===== src/rtl/scan_mux_pkg.sv =====
// Shared mode and FSM state encodings for the scan_mux channel multiplexer.
package scan_mux_pkg;

  localparam logic MODE_DIRECT = 1'b0;
  localparam logic MODE_SCAN   = 1'b1;

  typedef enum logic [1:0] {
    ST_IDLE   = 2'd0,
    ST_DIRECT = 2'd1,
    ST_SCAN   = 2'd2
  } state_t;

endpackage


===== src/rtl/scan_mux_if.sv =====
// Channel inputs, controls and the valid/ready output port of scan_mux.
// Handshake: a sample transfers on a rising edge where out_valid && out_ready;
// out_data/out_ch are stable while out_valid is high and out_ready is low.
interface scan_mux_if #(
    parameter int N_CH  = 16,
    parameter int W     = 1,
    parameter int SEL_W = 4
);
    logic [N_CH*W-1:0] in_data;
    logic [SEL_W-1:0]  sel;
    logic              mode;
    logic [N_CH-1:0]   ch_mask;
    logic [W-1:0]      out_data;
    logic [SEL_W-1:0]  out_ch;
    logic              out_valid;
    logic              out_ready;

    modport master (
        output in_data, sel, mode, ch_mask, out_ready,
        input  out_data, out_ch, out_valid
    );

    modport slave (
        input  in_data, sel, mode, ch_mask, out_ready,
        output out_data, out_ch, out_valid
    );
endinterface


===== src/rtl/scan_mux_rr_find_next.sv =====
// Circular first-set search: lowest enabled channel at or after start, wrapping.
module scan_mux_rr_find_next #(
    parameter int N_CH  = 16,
    parameter int SEL_W = 4
) (
    input  logic [N_CH-1:0]  mask,
    input  logic [SEL_W-1:0] start,
    output logic [SEL_W-1:0] idx,
    output logic             found
);
    localparam logic [SEL_W:0] N_EXT = (SEL_W+1)'(N_CH);

    logic [N_CH-1:0]  win;
    logic [SEL_W-1:0] off;
    logic [SEL_W:0]   sum;

    always_comb begin
        // Doubling the mask turns the wrap-around into a plain shift.
        win   = N_CH'({mask, mask} >> start);
        off   = '0;
        found = 1'b0;
        for (int j = N_CH - 1; j >= 0; j--) begin
            if (win[j]) begin
                off   = SEL_W'(j);
                found = 1'b1;
            end
        end
        sum = {1'b0, start} + {1'b0, off};
        idx = (sum >= N_EXT) ? SEL_W'(sum - N_EXT) : sum[SEL_W-1:0];
    end
endmodule


===== src/rtl/scan_mux.sv =====
// N-channel registered mux with DIRECT select and round-robin SCAN modes,
// feeding a valid/ready output register.
module scan_mux
    import scan_mux_pkg::*;
#(
    parameter int N_CH  = 16,
    parameter int W     = 1,
    parameter int SEL_W = 4
) (
    input  logic         clk,
    input  logic         rst,
    scan_mux_if.slave    bus,
    output state_t       state
);
    localparam logic [SEL_W:0]   N_EXT   = (SEL_W+1)'(N_CH);
    localparam logic [SEL_W-1:0] LAST_CH = SEL_W'(N_CH - 1);

    state_t           state_q, state_d;
    logic [W-1:0]     data_q, data_d;
    logic [SEL_W-1:0] ch_q, ch_d;
    logic             valid_q, valid_d;
    logic [SEL_W-1:0] ptr_q, ptr_d;

    logic             load_en;
    logic [SEL_W-1:0] dsel;
    logic [SEL_W-1:0] scan_idx;
    logic             scan_found;
    logic [SEL_W-1:0] ptr_next;

    scan_mux_rr_find_next #(.N_CH(N_CH), .SEL_W(SEL_W)) u_find (
        .mask  (bus.ch_mask),
        .start (ptr_q),
        .idx   (scan_idx),
        .found (scan_found)
    );

    assign load_en  = !valid_q || bus.out_ready;
    // Out-of-range selects (non power-of-two N_CH) clamp to the last channel.
    assign dsel     = ({1'b0, bus.sel} >= N_EXT) ? LAST_CH : bus.sel;
    assign ptr_next = (scan_idx == LAST_CH) ? '0 : scan_idx + 1'b1;

    always_comb begin
        state_d = state_q;
        data_d  = data_q;
        ch_d    = ch_q;
        valid_d = valid_q;
        ptr_d   = ptr_q;
        if (load_en) begin
            case (state_q)
                ST_IDLE: begin
                    if (bus.mode == MODE_DIRECT) state_d = ST_DIRECT;
                    else if (scan_found)         state_d = ST_SCAN;
                    else                         state_d = ST_IDLE;
                end
                ST_DIRECT: begin
                    if (bus.mode == MODE_SCAN) state_d = scan_found ? ST_SCAN : ST_IDLE;
                end
                ST_SCAN: begin
                    if (bus.mode == MODE_DIRECT) state_d = ST_DIRECT;
                    else if (!scan_found)        state_d = ST_IDLE;
                end
                default: state_d = ST_IDLE;
            endcase

            // The state being entered decides what this edge loads.
            case (state_d)
                ST_DIRECT: begin
                    data_d  = bus.in_data[int'(dsel)*W +: W];
                    ch_d    = dsel;
                    valid_d = 1'b1;
                end
                ST_SCAN: begin
                    data_d  = bus.in_data[int'(scan_idx)*W +: W];
                    ch_d    = scan_idx;
                    valid_d = 1'b1;
                    ptr_d   = ptr_next;
                end
                default: valid_d = 1'b0;
            endcase
        end
    end

    always_ff @(posedge clk) begin
        if (rst) begin
            state_q <= ST_IDLE;
            data_q  <= '0;
            ch_q    <= '0;
            valid_q <= 1'b0;
            ptr_q   <= '0;
        end else begin
            state_q <= state_d;
            data_q  <= data_d;
            ch_q    <= ch_d;
            valid_q <= valid_d;
            ptr_q   <= ptr_d;
        end
    end

    assign bus.out_data  = data_q;
    assign bus.out_ch    = ch_q;
    assign bus.out_valid = valid_q;
    assign state         = state_q;
endmodule


===== src/flat_wrapper.sv =====
// flat-port wrapper written by rule: the top's interface ports become plain ports
module scan_mux_flat import scan_mux_pkg::*;
#(
    parameter int N_CH  = 16,
    parameter int W     = 1,
    parameter int SEL_W = 4
)
  (clk, rst, state, bus_in_data, bus_sel, bus_mode, bus_ch_mask, bus_out_ready, bus_out_data, bus_out_ch, bus_out_valid);
  scan_mux_if #(.N_CH(N_CH), .W(W), .SEL_W(SEL_W)) bus_i ();
  input  logic clk;
  input  logic rst;
  output state_t state;
  input wire logic [$bits(bus_i.in_data)-1:0] bus_in_data;
  input wire logic [$bits(bus_i.sel)-1:0] bus_sel;
  input wire logic [$bits(bus_i.mode)-1:0] bus_mode;
  input wire logic [$bits(bus_i.ch_mask)-1:0] bus_ch_mask;
  input wire logic [$bits(bus_i.out_ready)-1:0] bus_out_ready;
  output wire logic [$bits(bus_i.out_data)-1:0] bus_out_data;
  output wire logic [$bits(bus_i.out_ch)-1:0] bus_out_ch;
  output wire logic [$bits(bus_i.out_valid)-1:0] bus_out_valid;
  assign bus_i.in_data = bus_in_data;
  assign bus_i.sel = bus_sel;
  assign bus_i.mode = bus_mode;
  assign bus_i.ch_mask = bus_ch_mask;
  assign bus_i.out_ready = bus_out_ready;
  assign bus_out_data = bus_i.out_data;
  assign bus_out_ch = bus_i.out_ch;
  assign bus_out_valid = bus_i.out_valid;
  scan_mux #(.N_CH(N_CH), .W(W), .SEL_W(SEL_W)) u_core (.clk(clk), .rst(rst), .bus(bus_i), .state(state));
endmodule

===== config.mk =====
export PLATFORM = sky130hd
export DESIGN_NAME = scan_mux_flat
export DESIGN_NICKNAME = d
export VERILOG_FILES = /design/src/rtl/scan_mux_pkg.sv /design/src/rtl/scan_mux_if.sv /design/src/rtl/scan_mux_rr_find_next.sv /design/src/rtl/scan_mux.sv /design/src/flat_wrapper.sv
export SDC_FILE = /design/constraint.sdc
export NUM_CORES = 1
export LEC_CHECK = 0
export ABC_AREA = 1
export CAP_MARGIN = 10
export CORE_MARGIN = 2
export CORE_UTILIZATION = 35
export DETAILED_ROUTE_END_ITERATION = 6
export PLACE_DENSITY_LB_ADDON = 0.15
export SYNTH_ARGS = -nofsm -noshare
export SYNTH_HDL_FRONTEND = slang
export SYNTH_SLANG_ARGS = --single-unit

===== constraint.sdc =====
create_clock -name clk -period 4.2 [get_ports clk]
set_input_delay 0.84 -clock clk [delete_from_list [all_inputs] [get_ports clk]]
set_output_delay 0.84 -clock clk [all_outputs]
set_load 0.1 [all_outputs]

# Word level (Yosys, flattened, before mapping)
# Index checks and enable logic that the tools add are counted.
# word_totals
register_bits,12
out_inout_bits,8
latch_bits,0
n_memories,0
rom_bits,0
elab_cells,68
ramBits,0
input_bits,40
# classes
n_reduce_logical,7
bitwise,0
mux,44
addsub,3
eq_ne,5
mul,0
div,0
magnitude_cmp,1
n_shift,3
# op_table
cell,count
2-to-1 mux 4 bit,18
indexed part select 16 x 5 -> 1 bit,2
>> shifter 32 x 4 -> 16 bit,1
2-to-1 mux 1 bit,17
2-to-1 mux 2 bit,6
one-hot mux 4 bit (2 select lines),1
one-hot mux 2 bit (3 select lines),1
adder 4 x 4 -> 5 bit,1
"greater-or-equal comparator 5 bit, second input constant",1
"adder 4 x 1 -> 4 bit, second input constant",1
"== test 2 x 1 -> 1 bit, second input constant",2
"== test 2 bit, second input constant",2
"== test 4 bit, second input constant",1
AND reduction 2 bit,2
"subtractor 4 x 1 -> 4 bit, second input constant",1
logical NOT 2 bit,1
one-hot mux 1 bit (2 select lines),1
nonzero test 2 bit,1
OR reduction 2 bit,1
logical NOT 1 bit,1
logical OR 1 bit,1

# Depth between registers and ports, before layout
# Gate-level depths: netlist of run 1.
# depth
depth_word,24
ltp_mapped,35
mapped_depth_nobuf,33

# By module
# From an unflattened synthesis of run 1, not the netlist that was laid out.
# unflattened
hier_cells,346
hier_area_um2,2072.0
# by_module_without_submodules
mod,cells_per_inst,n_inst,seq_area_each_um2,area_per_inst_um2
scan_mux_rr_find_next,224,1,0.0,1285.0
scan_mux,122,1,240.2,787.0

# Least setup slack after synthesis of run 1
# Ideal clock, no wire load.
# synth_path
kind,input-to-reg
startpoint,input bus_ch_mask[12]
endpoint,"register u_core.data_q, in the netlist u_core.bus.out_data"
setup_ns,0.056
setup_slack_ns,0.528
path_stages,31
required_ns,4.144
arrival_ns,3.616
path_buffers,0
path_cell_list,nand2_1 -> nand3_1 -> nand2_1 -> inv_1 -> nand2_1 -> nand3_1 -> nand2_1 -> nand2_1 -> nand2_1 -> nand2_1 -> nand2_1 -> nand2_1 -> nand2_1 -> nand2_1 -> nand2_1 -> nand2_1 -> nand2_1 -> nand2_1 -> nand2_1 -> a21oi_1 -> ha_1 -> fa_1 -> inv_1 -> o21ai_1 -> o21ai_0 -> o32a_1 -> o21ai_0 -> nand3_1 -> nand3_1 -> nand2_1 -> inv_1
# synth_via
elab_chain_cells,24
elab_cells_between_ends,50
cone_classes,2 x add/sub; 1 x order compare; 2 x eq/ne; 2 x shift; 41 x mux; 2 x reduce/logical
# synth_rtl
item,line_no,rtl
from (decl),flat_wrapper.sv:16,input wire logic [$bits(bus_i.ch_mask)-1:0] bus_ch_mask;
>> shifter 32 x 4 -> 16 bit *,scan_mux_rr_find_next.sv:19,"win = N_CH'({mask, mask} >> start);"
"parallel branches: the longest is 23 deep, another holds 2-to-1 mux 4 bit",n/a,
to (signal assigned),scan_mux.sv:92,data_q <= data_d;
to (decl),scan_mux.sv:19,"logic [W-1:0] data_q, data_d;"
# Mark *: on every way between the ends. The select of a mux whose other input is x is not followed.
# A chain may end at the register's enable or synchronous reset.

# Worst setup path in the final report of run 1
# layout_path
startpoint,input bus_ch_mask[9]
endpoint,"register u_core.data_q, in the netlist u_core.bus.out_data"
# The elaborated chain is that of the path after synthesis.

==> qor.csv, run 1 <==
stage,metric,value,unit
clock_tree,CTS sink count,12,
place,GPL Wtd Cong,0.851,
synth,Yosys warning count,0,
floorplanning,IO Pins,48,
synth,register bit total from synthesis,12,
sta,minimum hold slack,0.545,ns
power,PD cells,357,mW/mm^2
synth,Syn Inst Count,328,
synth,Mapped Area,0.00178,mm^2
clock_tree,H-Tree Level Count,1,
worst_hold_path,HP Class,flop to flop,
floorplanning,starting density of the core,37.0,%
synth,most frequent cells after synthesis,"101 x nand2_1, 78 x nand3_1, 29 x nor2_1",
route,DR vias,2447,
sta,Max Slew Vio Count,0,
synth,most numerous cell in the Yosys netlist,nand2_1,
worst_setup_path,Buffers & Inverters on Critical Path,5,
sta,final hold vios,0,
worst_setup_path,critical path's top delay family,simple AND/OR/NAND/NOR gates,
floorplanning,Rows,25,
route,Detailed Routing Iterations Pass 1,4,
worst_setup_path,"Top cell by count, worst path",nand2_1,
worst_setup_path,slowest CP cell,fa_1,
clock_tree,Root Driver,clkbuf_8,
cells_and_area,# diodes,0,
synth,Syn Area/Cell,5.44,um^2
sta,Worst-Margin Slew,0.980,ns
cells_and_area,P&R area growth vs syn,57.4,%
grt,initial antenna violation count,0,
worst_setup_path,critical-path maximum fanout,8,
cells_and_area,fin util,58.3,%
clock_tree,CTS max path bufs,2,
power,static leakage,1.45,nW
sta,final worst-path cycle share,91.4,%
synth,dominant synthesized flop cell,dfxtp_1,
worst_setup_path,critical path required time,4.39,ns
grt,largest net degree at the start of global routing,20,
cells_and_area,fin nets,450,
synth,Mapped Nets,374,
synth,asr flop ratio synth,0,%
grt,vias in the first global route,2173,
grt,global-route wire length before repair,9.35,mm
worst_setup_path,crit start category,input pin,
worst_setup_path,WP data arrival,4.02,ns
clock_tree,CTS Buf Count,3,
route,drt first-iter violations,157,
synth,Yosys top cell by area,nand3_1,
worst_setup_path,Critical Path End Type,flop,
synth,"EDFF count, synth",0,
clock_tree,"Clk Latency, worst-skew pair",0.23,ns
cells_and_area,ratio of cells with drive above 1 in the final layout,28.4,%
clock_tree,"Clk pin slew, worst setup/hold paths",0.05,ns
synth,Yosys cell types,35,
run_status,status,completed,
route,DRC Markers,0,
route,wire per inst,12.5,um
floorplanning,DIE WIDTH,75.4,um
place,Post-DP HPWL,4.38,mm
clock_tree,# hold bufs at CTS,0,
route,post-route ant nets,0,
power,VDD IR max,298,uV
worst_setup_path,slowest cell delay on critical path,0.45,ns
worst_setup_path,crit path kind,input pin to flop,
sta,Slew HR,34.4,%
synth,ranking of synthesized cells by area,"nand3_1 22%, nand2_1 21%, dfxtp_1 13%",
sta,Highest Clock Rate,261,MHz
place,post-placement cell area,0.00248,mm^2
route,final wirelength,5.86,mm
place,Port-buffer cells,47,
clock_tree,CTS tree,done,
sta,minimum clock period,3.84,ns
floorplanning,Vert. Die Dim,75.4,um
cells_and_area,fill count,484,
synth,"Seq/Total Area, Yosys",13.5,%
job,max_cap viols,0,
power,Design Power,1.00,mW
grt,grt ovf,0,
grt,GRT Overall Usage,20.5,%
floorplanning,die area,0.00569,mm^2
route,vias per cell,5.22,
sta,clk_skew,0.00359,ns
cells_and_area,post-route cell area,0.00281,mm^2
floorplanning,CORE AREA,0.00482,mm^2
sta,Final setup viols,0,
synth,top-area cell type share of the netlist area,21.9,%
sta,setup_tns,0,ns
registers in the layout (all words and copies together) (netlist names):
signal	count
u_core.ptr_q	4
u_core.bus.out_valid	1
u_core.bus.out_data	1
u_core.bus.out_ch	4
u_core.state	2
cell type report:
type / count / area (um^2) / share of cell area [%]
multi-input cells: 277 / 1570 / 55.9
clock buffers: 3 / 41.3 / 1.47
inverters: 27 / 104 / 3.70
flip-flops and latches: 12 / 240 / 8.55
well taps: 67 / 83.8 / 2.98
repair buffers: 83 / 769 / 27.4
per-layer routing:
layer  GRT usage (%)  up-vias  part of all wire [%]
li1                -     1244                     -
met1            27.9     1113                    45
met2            35.6       82                    49
met3            1.85        8                   5.0
met4            3.90        0                  0.82
met5               0        -                     0
final timing paths:
path                             start              endpoint  slack [ns]  cells after the start
setup / recovery        bus_ch_mask[9]   u_core.bus.out_data        0.36                     30
hold / removal    u_core.bus.out_ch[1]  u_core.bus.out_ch[1]        0.55                      2
setup reg to reg       u_core.ptr_q[0]   u_core.bus.out_data        0.42                     33
hold reg to reg   u_core.bus.out_ch[1]  u_core.bus.out_ch[1]        0.55                      2
cells in the final DEF (no fill, tap or decap), drive strengths merged, types with 2 or more instances in the layout:
master / n
a21oi: 11
a31oi: 4
buf: 36
clkbuf: 5
clkdlybuf4s50: 31
dfxtp: 12
dlymetal6s2s: 14
ha: 5
inv: 27
nand2: 105
nand3: 79
nand3b: 2
nor2: 33
o21a: 3
o21ai: 24
o32a: 2
o32ai: 2
tightest hold or removal path: stages (launching register included):
cell and delay (ns):
dfxtp_1 0.33, o21ai_0 0.09, nor2_1 0.08
per-stage QoR:
stage	instances	setup WS, ns
finish	469	0.362
floorplan	328	0.528
detailed placement	459	-0.310
global route	469	-0.0294
global placement	459	-0.244
CTS	465	0.00133
timing repair:
item	4_1_cts	5_1_grt
endpoints found under the setup margin	1	3
pin swaps	2	18
setup buffers	3	4
gates resized for setup	12	64
logic make-up (layout without fill, tap and decap cells):
group                    after synthesis  after routing  synth area share (%)
flip-flops                            12             12                  13.5
AND/OR/NAND/NOR                      221            221                  54.6
XOR/XNOR                               2              2                 0.982
adder cells (fa/ha/maj)                6              6                  4.63
buffers and inverters                 39            113                  9.96
AO/OA/AOI/OAI                         47             47                  15.8
multiplexers                           1              1                 0.561
power by group:
part | switching [mW] | total (mW) | leakage (nW) | internal (mW)
registers | 0.0120 | 0.140 | 0.0992 | 0.128
clock network | 0.0403 | 0.103 | 0.0216 | 0.0631
logic | 0.443 | 0.759 | 1.33 | 0.316
total | 0.496 | 1.00 | 1.45 | 0.507
Note: power is estimated with default switching activity, not from simulation.
==> run 2: changes to the inputs <==
- ABC_AREA: 1 -> not set
==> qor.csv, run 2 <==
stage,metric,value,unit,change
worst_setup_path,crit path kind,input pin to flop,,
sta,final worst-path cycle share,107,%,+16 points
power,PD cells,518,mW/mm^2,+45%
sta,Final setup viols,5,,+5
floorplanning,CORE AREA,0.00599,mm^2,+24%
worst_hold_path,HP Class,flop to flop,,
floorplanning,Vert. Die Dim,83.4,um,+11%
worst_hold_path,WHS Endpoint,u_core.bus.out_ch[1],,
sta,minimum clock period,4.49,ns,+0.651 ns
synth,register bit total from synthesis,12,,unchanged
synth,ranking of synthesized cells by area,"mux2i_1 14%, mux4_1 13%, mux4_2 11%",,
sta,setup_tns,-0.661,ns,-0.661 ns
clock_tree,"Clk pin slew, worst setup/hold paths",0.06,ns,about the same
worst_setup_path,r2r endpoint,u_core.bus.out_data,,
synth,top-area cell type share of the netlist area,14.1,%,-7.8 points
grt,grt ovf,0,,unchanged
clock_tree,# hold bufs at CTS,0,,unchanged
sta,minimum hold slack,0.493,ns,-0.0525 ns
run_status,violated checks,setup timing,,
job,max_cap viols,0,,unchanged
synth,Syn Area/Cell,9.34,um^2,+72%
synth,asr flop ratio synth,0,%,unchanged
sta,final hold vios,0,,unchanged
sta,Slew HR,35.0,%,+0.52 points
cells_and_area,area taken by multi-input logic gates,0.00197,mm^2,+25%
place,Post-DP HPWL,5.63,mm,+29%
route,DR vias,2404,,-1.8%
cells_and_area,# diodes,0,,unchanged
floorplanning,Rows,28,,+12%
run_status,status,"complete, but fails checks",,
sta,clk_skew,0.00665,ns,+0.00305 ns
floorplanning,IO Pins,48,,unchanged
grt,global-route wire length before repair,11.7,mm,+25%
clock_tree,"Clk Latency, worst-skew pair",0.25,ns,+0.02 ns
route,wire per inst,17.0,um,+36%
clock_tree,CTS max path bufs,2,,unchanged
place,GPL Wtd Cong,0.921,,+8.3%
cells_and_area,post-route cell area,0.00347,mm^2,+23%
synth,Yosys warning count,0,,unchanged
sta,Highest Clock Rate,223,MHz,-15%
synth,Yosys cell types,55,,+57%
grt,largest net degree at the start of global routing,23,,+15%
place,Port-buffer cells,47,,unchanged
grt,vias in the first global route,2361,,+8.7%
cells_and_area,fin util,57.9,%,-0.46 points
cells_and_area,fill count,519,,+7.2%
synth,Mapped Area,0.00220,mm^2,+24%
cells_and_area,"most common cell after layout, fill and taps aside",buf_4,,
worst_setup_path,Critical Path End Type,flop,,
sta,unrepaired setup endpoints after global routing,yes,,
cells_and_area,ratio of cells with drive above 1 in the final layout,48.0,%,+20 points
route,final wirelength,7.24,mm,+23%
cells_and_area,Register Area,241,um^2,+0.52%
clock_tree,CTS tree,done,,
synth,most numerous cell in the Yosys netlist,mux2i_1,,
power,static leakage,1.37,nW,-5.4%
route,vias per cell,5.66,,+8.4%
place,post-placement cell area,0.00323,mm^2,+30%
worst_setup_path,critical path required time,4.34,ns,-0.05 ns
synth,"EDFF count, synth",0,,unchanged
grt,initial antenna violation count,0,,unchanged
synth,most frequent cells after synthesis,"31 x mux2i_1, 24 x nor2_1, 16 x a21oi_1, 16 x nand2_1, 14 x mux2_2",,
synth,Syn Inst Count,236,,-28%
power,VDD IR max,338,uV,+14%
synth,dominant synthesized flop cell,dfxtp_1,,
sta,worst setup margin,-0.289,ns,-0.651 ns
worst_hold_path,Hold Crit Start,u_core.bus.out_ch[1],,
worst_hold_path,hold path depth,2,,unchanged
worst_setup_path,crit start category,input pin,,
grt,GRT Overall Usage,20.5,%,-0.055 points
route,Detailed Routing Iterations Pass 1,4,,unchanged
clock_tree,H-Tree Level Count,1,,unchanged
place,pre-CTS WS,-0.992,ns,-0.682 ns
clock_tree,CTS sink count,12,,unchanged
worst_setup_path,WP data arrival,4.63,ns,+0.61 ns
floorplanning,die area,0.00695,mm^2,+22%
sta,Max Slew Vio Count,0,,unchanged
worst_setup_path,critical-path maximum fanout,5,,-3
synth,"Seq/Total Area, Yosys",10.9,%,-2.6 points
cells_and_area,"commonest non-fill, non-tap cells in the layout","76 x buf_4, 31 x clkdlybuf4s50_1, 24 x mux2i_1",,
clock_tree,Root Driver,clkbuf_8,,
synth,Mapped Nets,282,,-25%
worst_setup_path,R2R cell count,16,,-52%
synth,Yosys top cell by area,mux2i_1,,
floorplanning,DIE WIDTH,83.4,um,+11%
worst_setup_path,R2R setup slack,-0.14,ns,-0.56 ns
cells_and_area,P&R area growth vs syn,57.2,%,
clock_tree,CTS Buf Count,3,,unchanged
sta,Worst-Margin Slew,0.972,ns,-0.00773 ns
worst_setup_path,Reg-to-Reg Start,u_core.ptr_q[0],,
cells_and_area,fin nets,397,,-12%
route,DRC Markers,0,,unchanged
route,post-route ant nets,0,,unchanged
floorplanning,starting density of the core,36.8,%,-0.24 points
route,drt first-iter violations,139,,-11%
-- run 2: cell types whose count changed in the layout (fill, tap and decap cells not counted), moves of 11 or more --
cell            before  now
o21ai_0             16    5
mux4_2               0   22
mux2_2               0   11
nand3_1             50    4
nand2_1             81   16
dlymetal6s2s_1      14    0
nand3_2             29    0
nand2_2             24    0
mux2i_1              1   24
buf_4               35   76
inv_1               20    3
-- run 2: cells by family after synthesis --
family	after synthesis	synth area share (%)
multiplexers	67	45.6
AO/OA/AOI/OAI	57	17.8
XOR/XNOR	4	1.59
buffers and inverters	21	5.50
flip-flops	12	10.9
adder cells (fa/ha/maj)	6	3.75
AND/OR/NAND/NOR	69	14.9
-- run 2: layout make-up --
| class | count | share of cell area [%] |
|---|---|---|
| multi-input combinational | 203 | 56.8 |
| timing repair buffer | 126 | 31.4 |
| tap | 75 | 2.71 |
| clock buffer | 4 | 1.59 |
| sequential | 12 | 6.97 |
| inverter | 5 | 0.542 |
-- run 2: report_power, final --
part	switching (mW)	internal, mW	total [mW]
registers	0.0203	0.135	0.155
clock network	0.0479	0.0830	0.131
logic	0.718	0.792	1.51
total	0.786	1.01	1.80
-- run 2: per-stage QoR --
step	cells	power, mW
floorplan	236	1.02
global placement	412	1.46
detailed placement	412	1.47
CTS	420	1.68
global route	425	1.92
finish	425	1.80
-- run 2: critical path: stages --
cell	delay, ns
buf_8	0.10
mux4_2	0.49
mux2_4	0.29
a21o_1	0.18
a31o_2	0.25
o21a_1	0.16
o211ai_1	0.19
a21oi_2	0.08
or2_4	0.24
ha_4	0.17
fa_2	0.49
mux2i_2	0.16
buf_4	0.17
mux4_2	0.29
mux2i_1	0.14
nor3_1	0.06
a221o_1	0.31
-- run 2: layer usage --
layer	part of all wire, %	track usage (%)	vias to the layer above	routed length [um]
met5	0	0	-	0
met4	0.33	3.58	0	24
met3	4.0	2.29	4	290
met2	47	32.3	63	3390
met1	49	30.4	1176	3530
li1	-	-	1161	-
-- run 2: what timing repair did --
action                     in CTS  in global routing
setup endpoints to repair       8                  7
pin swaps                      18                 17
gates resized for setup        96                 23
setup buffers                   4                  5
-- run 2: worst max path at each step --
stage	from	to	slack [ns]	depth (start not counted)
2_1_floorplan	bus_ch_mask[14]	u_core.bus.out_data	-0.28	15
3_3_place_gp	bus_ch_mask[12]	u_core.bus.out_data	-0.95	17
3_5_place_dp	bus_ch_mask[12]	u_core.bus.out_data	-0.99	17
4_1_cts	bus_ch_mask[12]	u_core.bus.out_data	-0.27	17
5_1_grt	bus_ch_mask[12]	u_core.bus.out_data	-0.46	17
6_report	bus_ch_mask[12]	u_core.bus.out_data	-0.29	17
